### config.mk
export PLATFORM = sky130hd
export DESIGN_NAME = fetch_unit
export DESIGN_NICKNAME = d
export VERILOG_FILES = /design/src/rtl/fetch_unit.sv
export SDC_FILE = /design/constraint.sdc
export NUM_CORES = 1
export LEC_CHECK = 0
export BUFFER_PORTS_ARGS = -buffer_cell sky130_fd_sc_hd__buf_4
export CORE_UTILIZATION = 30
export DETAILED_ROUTE_END_ITERATION = 6
export GPL_TIMING_DRIVEN = 1
export HOLD_SLACK_MARGIN = 0.08
export PLACE_DENSITY = 0.47
export SETUP_SLACK_MARGIN = 0.15
export SYNTH_ARGS = -nofsm -noshare
export SYNTH_HDL_FRONTEND = slang
export SYNTH_SLANG_ARGS = --single-unit
### constraint.sdc
create_clock -name clk -period 5.2 [get_ports clk]
set_input_delay 1.04 -clock clk [delete_from_list [all_inputs] [get_ports clk]]
set_output_delay 1.04 -clock clk [all_outputs]
set_load 0.005 [all_outputs]
### src/rtl/fetch_unit.sv
// Instruction fetch unit: issues sequential word fetches, tracks in-flight requests,
// buffers returned words in a FIFO and handles branch/jal/jalr redirects with flush.
module fetch_unit #(
  parameter int unsigned         XLEN         = 32,
  parameter int unsigned         DEPTH        = 4,
  parameter logic [XLEN-1:0]     RESET_VECTOR = '0
) (
  input  logic            clk,
  input  logic            reset,
  output logic            imem_req_valid,
  output logic [XLEN-1:0] imem_req_addr,
  input  logic            imem_req_ready,
  input  logic            imem_rsp_valid,
  input  logic [31:0]     imem_rsp_data,
  input  logic            fetch_hold,
  input  logic [2:0]      redirect_mode,
  input  logic            redirect_taken,
  input  logic [XLEN-1:0] redirect_pc,
  input  logic [XLEN-1:0] redirect_base,
  input  logic [XLEN-1:0] redirect_imm,
  output logic            inst_valid,
  input  logic            inst_ready,
  output logic [31:0]     inst_data,
  output logic [XLEN-1:0] inst_pc,
  output logic [XLEN-1:0] inst_pc_inc,
  output logic            misalign_err
);

  localparam int unsigned AW = $clog2(DEPTH);
  localparam int unsigned CW = AW + 1;

  typedef enum logic [2:0] {
    RD_NONE   = 3'd0,
    RD_BRANCH = 3'd1,
    RD_JAL    = 3'd2,
    RD_JALR   = 3'd3
  } redirect_e;

  logic [XLEN-1:0] fetch_pc;
  logic [XLEN-1:0] rsp_pc;
  logic [XLEN-1:0] target;
  logic [XLEN-1:0] pc_sum;
  logic [XLEN-1:0] jalr_sum;

  logic [31:0]     buf_data [DEPTH];
  logic [XLEN-1:0] buf_pc   [DEPTH];
  logic [AW-1:0]   head;
  logic [AW-1:0]   tail;
  logic [CW-1:0]   count;
  logic [CW-1:0]   outstanding;
  logic [CW-1:0]   discard_cnt;
  logic [CW:0]     occupancy;

  logic fire;
  logic accept;
  logic pop;
  logic push;
  logic [CW-1:0] rsp_inc;

  assign pc_sum   = redirect_pc + redirect_imm;
  assign jalr_sum = redirect_base + redirect_imm;

  always_comb begin
    fire   = 1'b0;
    target = pc_sum;
    case (redirect_mode)
      RD_BRANCH: fire = redirect_taken;
      RD_JAL:    fire = 1'b1;
      RD_JALR: begin
        fire   = 1'b1;
        target = {jalr_sum[XLEN-1:1], 1'b0};
      end
      default:   fire = 1'b0;
    endcase
  end

  // Request slots are reserved against buffer space so the FIFO can never overflow.
  assign occupancy      = {1'b0, count} + {1'b0, outstanding};
  assign imem_req_valid = !reset && !fetch_hold && !misalign_err && !fire &&
                          (occupancy < (CW+1)'(DEPTH));
  assign imem_req_addr  = fetch_pc;
  assign accept         = imem_req_valid && imem_req_ready;

  assign inst_valid  = !reset && (count != '0);
  assign pop         = inst_valid && inst_ready;
  assign push        = imem_rsp_valid && !fire && (discard_cnt == '0);
  assign rsp_inc     = CW'(imem_rsp_valid);

  assign inst_data   = buf_data[head];
  assign inst_pc     = buf_pc[head];
  assign inst_pc_inc = inst_pc + XLEN'(4);

  always_ff @(posedge clk) begin
    if (push) begin
      buf_data[tail] <= imem_rsp_data;
      buf_pc[tail]   <= rsp_pc;
    end
  end

  always_ff @(posedge clk) begin
    if (reset) begin
      fetch_pc     <= RESET_VECTOR;
      rsp_pc       <= RESET_VECTOR;
      head         <= '0;
      tail         <= '0;
      count        <= '0;
      outstanding  <= '0;
      discard_cnt  <= '0;
      misalign_err <= 1'b0;
    end else if (fire) begin
      // Everything still in flight after this cycle's response belongs to the old path.
      fetch_pc    <= target;
      rsp_pc      <= target;
      head        <= '0;
      tail        <= '0;
      count       <= '0;
      outstanding <= outstanding - rsp_inc;
      discard_cnt <= outstanding - rsp_inc;
      if (target[1:0] != 2'b00) begin
        misalign_err <= 1'b1;
      end
    end else begin
      if (accept) begin
        fetch_pc <= fetch_pc + XLEN'(4);
      end
      if (push) begin
        tail   <= tail + AW'(1);
        rsp_pc <= rsp_pc + XLEN'(4);
      end
      if (pop) begin
        head <= head + AW'(1);
      end
      count       <= count + CW'(push) - CW'(pop);
      outstanding <= outstanding + CW'(accept) - rsp_inc;
      if (imem_rsp_valid && (discard_cnt != '0)) begin
        discard_cnt <= discard_cnt - CW'(1);
      end
    end
  end

endmodule

# After elaboration in Yosys (flattened, before gate mapping)
# Memories as Yosys holds them, arrays and structs flattened. A register that Yosys moved wholly into a read port is not among the register bits.
# Cells that the tools add are included.
# word_totals
input_bits	138
memories	2
ramBits	256
ff_bits	78
out_inout_bits	131
elab_cells	67
# memory_table
name	words	word_bits	read_ports	rd_clocked_by_memory_dff	write_ports	line_no	rtl
buf_data	4	32	1	1	1	45	logic [31:0] buf_data [DEPTH];
buf_pc	4	32	1	1	1	46	logic [XLEN-1:0] buf_pc [DEPTH];
# classes
magnitude_cmp	1
add_sub_neg	14
n_mux	15
n_reduce_logical	24
eq_ne	3
# ops
op	n
$mux W32	5
$add A32 B3 Y32 const B	3
$add A32 B32 Y32	2
$logic_and A1 B1 Y1	10
$mux W3	3
$sub A3 B1 Y3	3
$mux W2	4
$reduce_bool A2 Y1	4
$add A3 B1 Y3	2
$eq A3 B2 Y1 const B	2
$reduce_bool A3 Y1	2
$add A2 B1 Y2 const B	2
$add A3 B3 Y4	1
$logic_not A1 Y1	4
$lt A4 B3 Y1 const B	1
$reduce_or A2 Y1	2
$eq A3 B1 Y1 const B	1
$logic_not A3 Y1	1
$sub A3 B1 Y3 const B	1
$mux W1	2
$pmux W1 S2	1
$reduce_and A2 Y1	1

# Longest topological paths before layout
# logic_depth
depth_word	10
ltp_mapped	15
mapped_depth_nobuf	14

# Least setup slack after synthesis
# Ideal clock, no wire load.
# synth_path
path_kind	input -> register
from	input redirect_taken
to	memory buf_data[2][0] (enable)
setup_ns	0.429
setup_slack_ns	1.267
path_buffers	2
path_stages	5
t_arrival_ns	3.504
t_required_ns	4.771
path_cell_list	a21oi_1 -> or2_2 -> clkbuf_1 -> clkbuf_1 -> and3_1
# synth_via
elab_chain_cells	6
# synth_rtl
item	line_no	rtl
from (decl)	17	input logic redirect_taken,
$pmux W1 S2	66	case (redirect_mode)
$logic_not A1 Y1	86	assign push = imem_rsp_valid && !fire && (discard_cnt == '0);
$logic_and A1 B1 Y1 (2 in a row)	86	
$mux W1	94	if (push) begin
$mux W1 (implied by the code)	95	buf_data[tail] <= imem_rsp_data;
to (decl)	45	
# No other way between the ends.

==> results.ini <==
[routing]
first_pass_iters=5
route.detailed.drc=0
drt_iter0_markers=828
wl_mm=53.5
vias=13300
avgViaCountPerCell=5.14
ant_nets=0
post_drt_wl_per_cell_um=20.7

[timing]
maxSlewHeadroom_pct=30.7
final.setup.tns_ns=0
rsz0062_at_grt=no
hold_slack_ns=0.479
min_period_ns=4.41
hold_viol=0
worstMarginPinSlew_ns=1.03
post-route-period-util_pct=84.9
fmaxAchievable_mhz=227
setup_viol=0
slew_violations=0
skew_ns=0.0164

[synthesis]
synth_top_flop_cell=edfxtp_1
syn_nets=1745
ys_seq_area_share_pct=51.9
synth_seq_cells=334
ys_async_sr_fraction_pct=0
yosysTopAreaCell=edfxtp_1
synth_edf_count=256
synth_top_cell_area_share_pct=43.1
synth_cell_types=78
yosys-top-cells-area=edfxtp_1 (43%), dfxtp_1 (8.8%), mux4_2 (7.5%), ha_1 (5.5%), a21oi_1 (3.7%)
syn-mean-instance-area_um2=11.7
netlist_instances=1525
ys_warn_count=0
syn_area_um2=17800

[floorplan]
core_area_um2=58900
pin_count=269
fp.dieArea_um2=60400
die_x_um=246
start_util_pct=30.3
fp-row-count=89
die_y_um=246

[layout]
postLayoutCoreUtil_pct=37.3
fin_nets=2011
seq_area_um2=9250
design_area_um2=21900
multiInputGateArea_um2=8200
diodes=0
layout_common_cells=buf_4 (283), edfxtp_1 (256), a21oi_1 (131), nand2_1 (130), nor2_1 (101)
area_delta_synth_final_pct=23.1
final_common_cell=buf_4
fillers=5790
drive_gt1_share_pct=24.3

[critical_path]
r2r_cells=15
worstPathArrival_ns=3.37
cp.required_ns=4.16
crit_slowest_cell=mux4_1
end_kind=output port
cp_common_cell=and3_1
slowest_delay_ns=0.85
crit_chain=mux4_1, and3_1, and3_1, nand2_2, nor2_4, nand4_1, xnor2_1, buf_4
cp_max_fo=36
worst-setup-path-type=register to output port
worstSetupStartpointType=register

[pwr]
irDropWorstVdd_mv=0.175
leakage_nw=8.07
finalPower_w=0.00710
p_per_area_nw_per_um2=324

[clocking]
post-cts-setup-buffers=0
numCtsBuffers=37
path_clk_slew_ns=0.06
clock-sinks=334
root_buffer=clkbuf_16
clock_latency_ns=0.53
clockBufferDepth=3
cts_tree=yes
cts_htree_levels=2
post_cts_resized=0
cts_hold_buf=0

[global_routing]
grtUsageTotal_pct=17.4
grt_max_degree=65
antenna_found_initial=0
grt_pass1_wl_mm=80.3
gr-total-overflow=0
grt_pass1_vias=13100

[placement]
io_buffer_count=268
gp_congestion=0.873
placed_cell_area_um2=20700
dpl.hpwl_mm=39.5

[worst_hold_path]
hold_class=register to register
whs_path_depth=2

[run_status]
status=finished, final reports clean

[run]
drv_cap=0

[final timing paths]
check             slack, ns              end            from
setup / recovery       0.79  inst_pc_inc[31]        register
hold / removal         0.48     misalign_err    misalign_err
setup reg to reg       1.84   outstanding[2]  outstanding[2]
hold reg to reg        0.48     misalign_err    misalign_err
[power breakdown]
part	leakage [nW]	internal (W)	switching (W)	total, W
combinational	4.50	0.000600	0.000746	0.00135
sequential	2.98	0.00302	0.000114	0.00313
clock	0.593	0.00157	0.00106	0.00263
[flip-flops by register name, summed over array words and instances, names as in the netlist, named ones only]
name and flops:
buf_data 128, buf_pc 128, count 3, discard_cnt 3, head 2, imem_req_addr 31
misalign_err 1, outstanding 3, rsp_pc 31, tail 2
[stage by stage]
| step | std cells | setup slack, ns |
|---|---|---|
| after floorplan | 1525 | 1.27 |
| after global placement | 2525 | 1.05 |
| after detailed placement | 2525 | 1.05 |
| after CTS | 2593 | 0.659 |
| after global routing | 2593 | 0.519 |
| final | 2593 | 0.787 |
[routing by layer]
layer,part of all wire (%),track usage [%],vias up,wire length [um]
met4,2.4,5.02,0,1270
met2,47,28.9,395,25400
met5,0,0,-,0
li1,-,-,6375,-
met1,45,23.3,6490,24000
met3,5.3,2.79,67,2840
[synthesized netlist by cell type, types with 6 or more instances]
cell and count:
nand3_1 50, and3_1 28, a211oi_1 29, a21boi_0 8, mux4_2 59, o21a_1 14
o211ai_1 13, or2_2 6, and4_1 7, a21oi_1 131, nand4_1 26, nor3_1 33
ha_1 78, and2_1 12, o21ai_0 77, nor2b_1 6, inv_1 38, edfxtp_1 256
nand2b_1 7, nor4_1 10, or3_1 7, xor2_1 39, mux2i_1 6, xnor2_1 70
buf_2 15, clkbuf_1 34, nor2_1 102, a31oi_1 16, o21bai_1 7, a21o_1 31
nand2_1 130, dfxtp_1 78
[logic make-up after synthesis]
group	after synthesis	synth area share, %
buf+inv	97	2.38
simple gates	448	12.3
compound gates	385	13.6
xor+xnor	109	5.35
flops	334	51.9
mux	70	8.52
fa+ha+maj	82	5.92
[cell type report]
cell class,count,share of cell area [%]
sequential,334,42.2
multi-input combinational,1094,37.3
timing repair buffer,285,9.86
clock buffer,46,4.57
tap,773,4.41
clock inverter,22,0.992
inverter,39,0.667
[worst max-delay path: cells and delay by family, from the launching register on]
family | cells | cell delay [ns]
xor gates and xnor gates | 1 | 0.12
buffers and inverters | 1 | 0.13
DFF | 1 | 0.80
muxes | 1 | 0.85
and+or+nand+nor | 5 | 0.92
(Power assumes the default switching activity.)
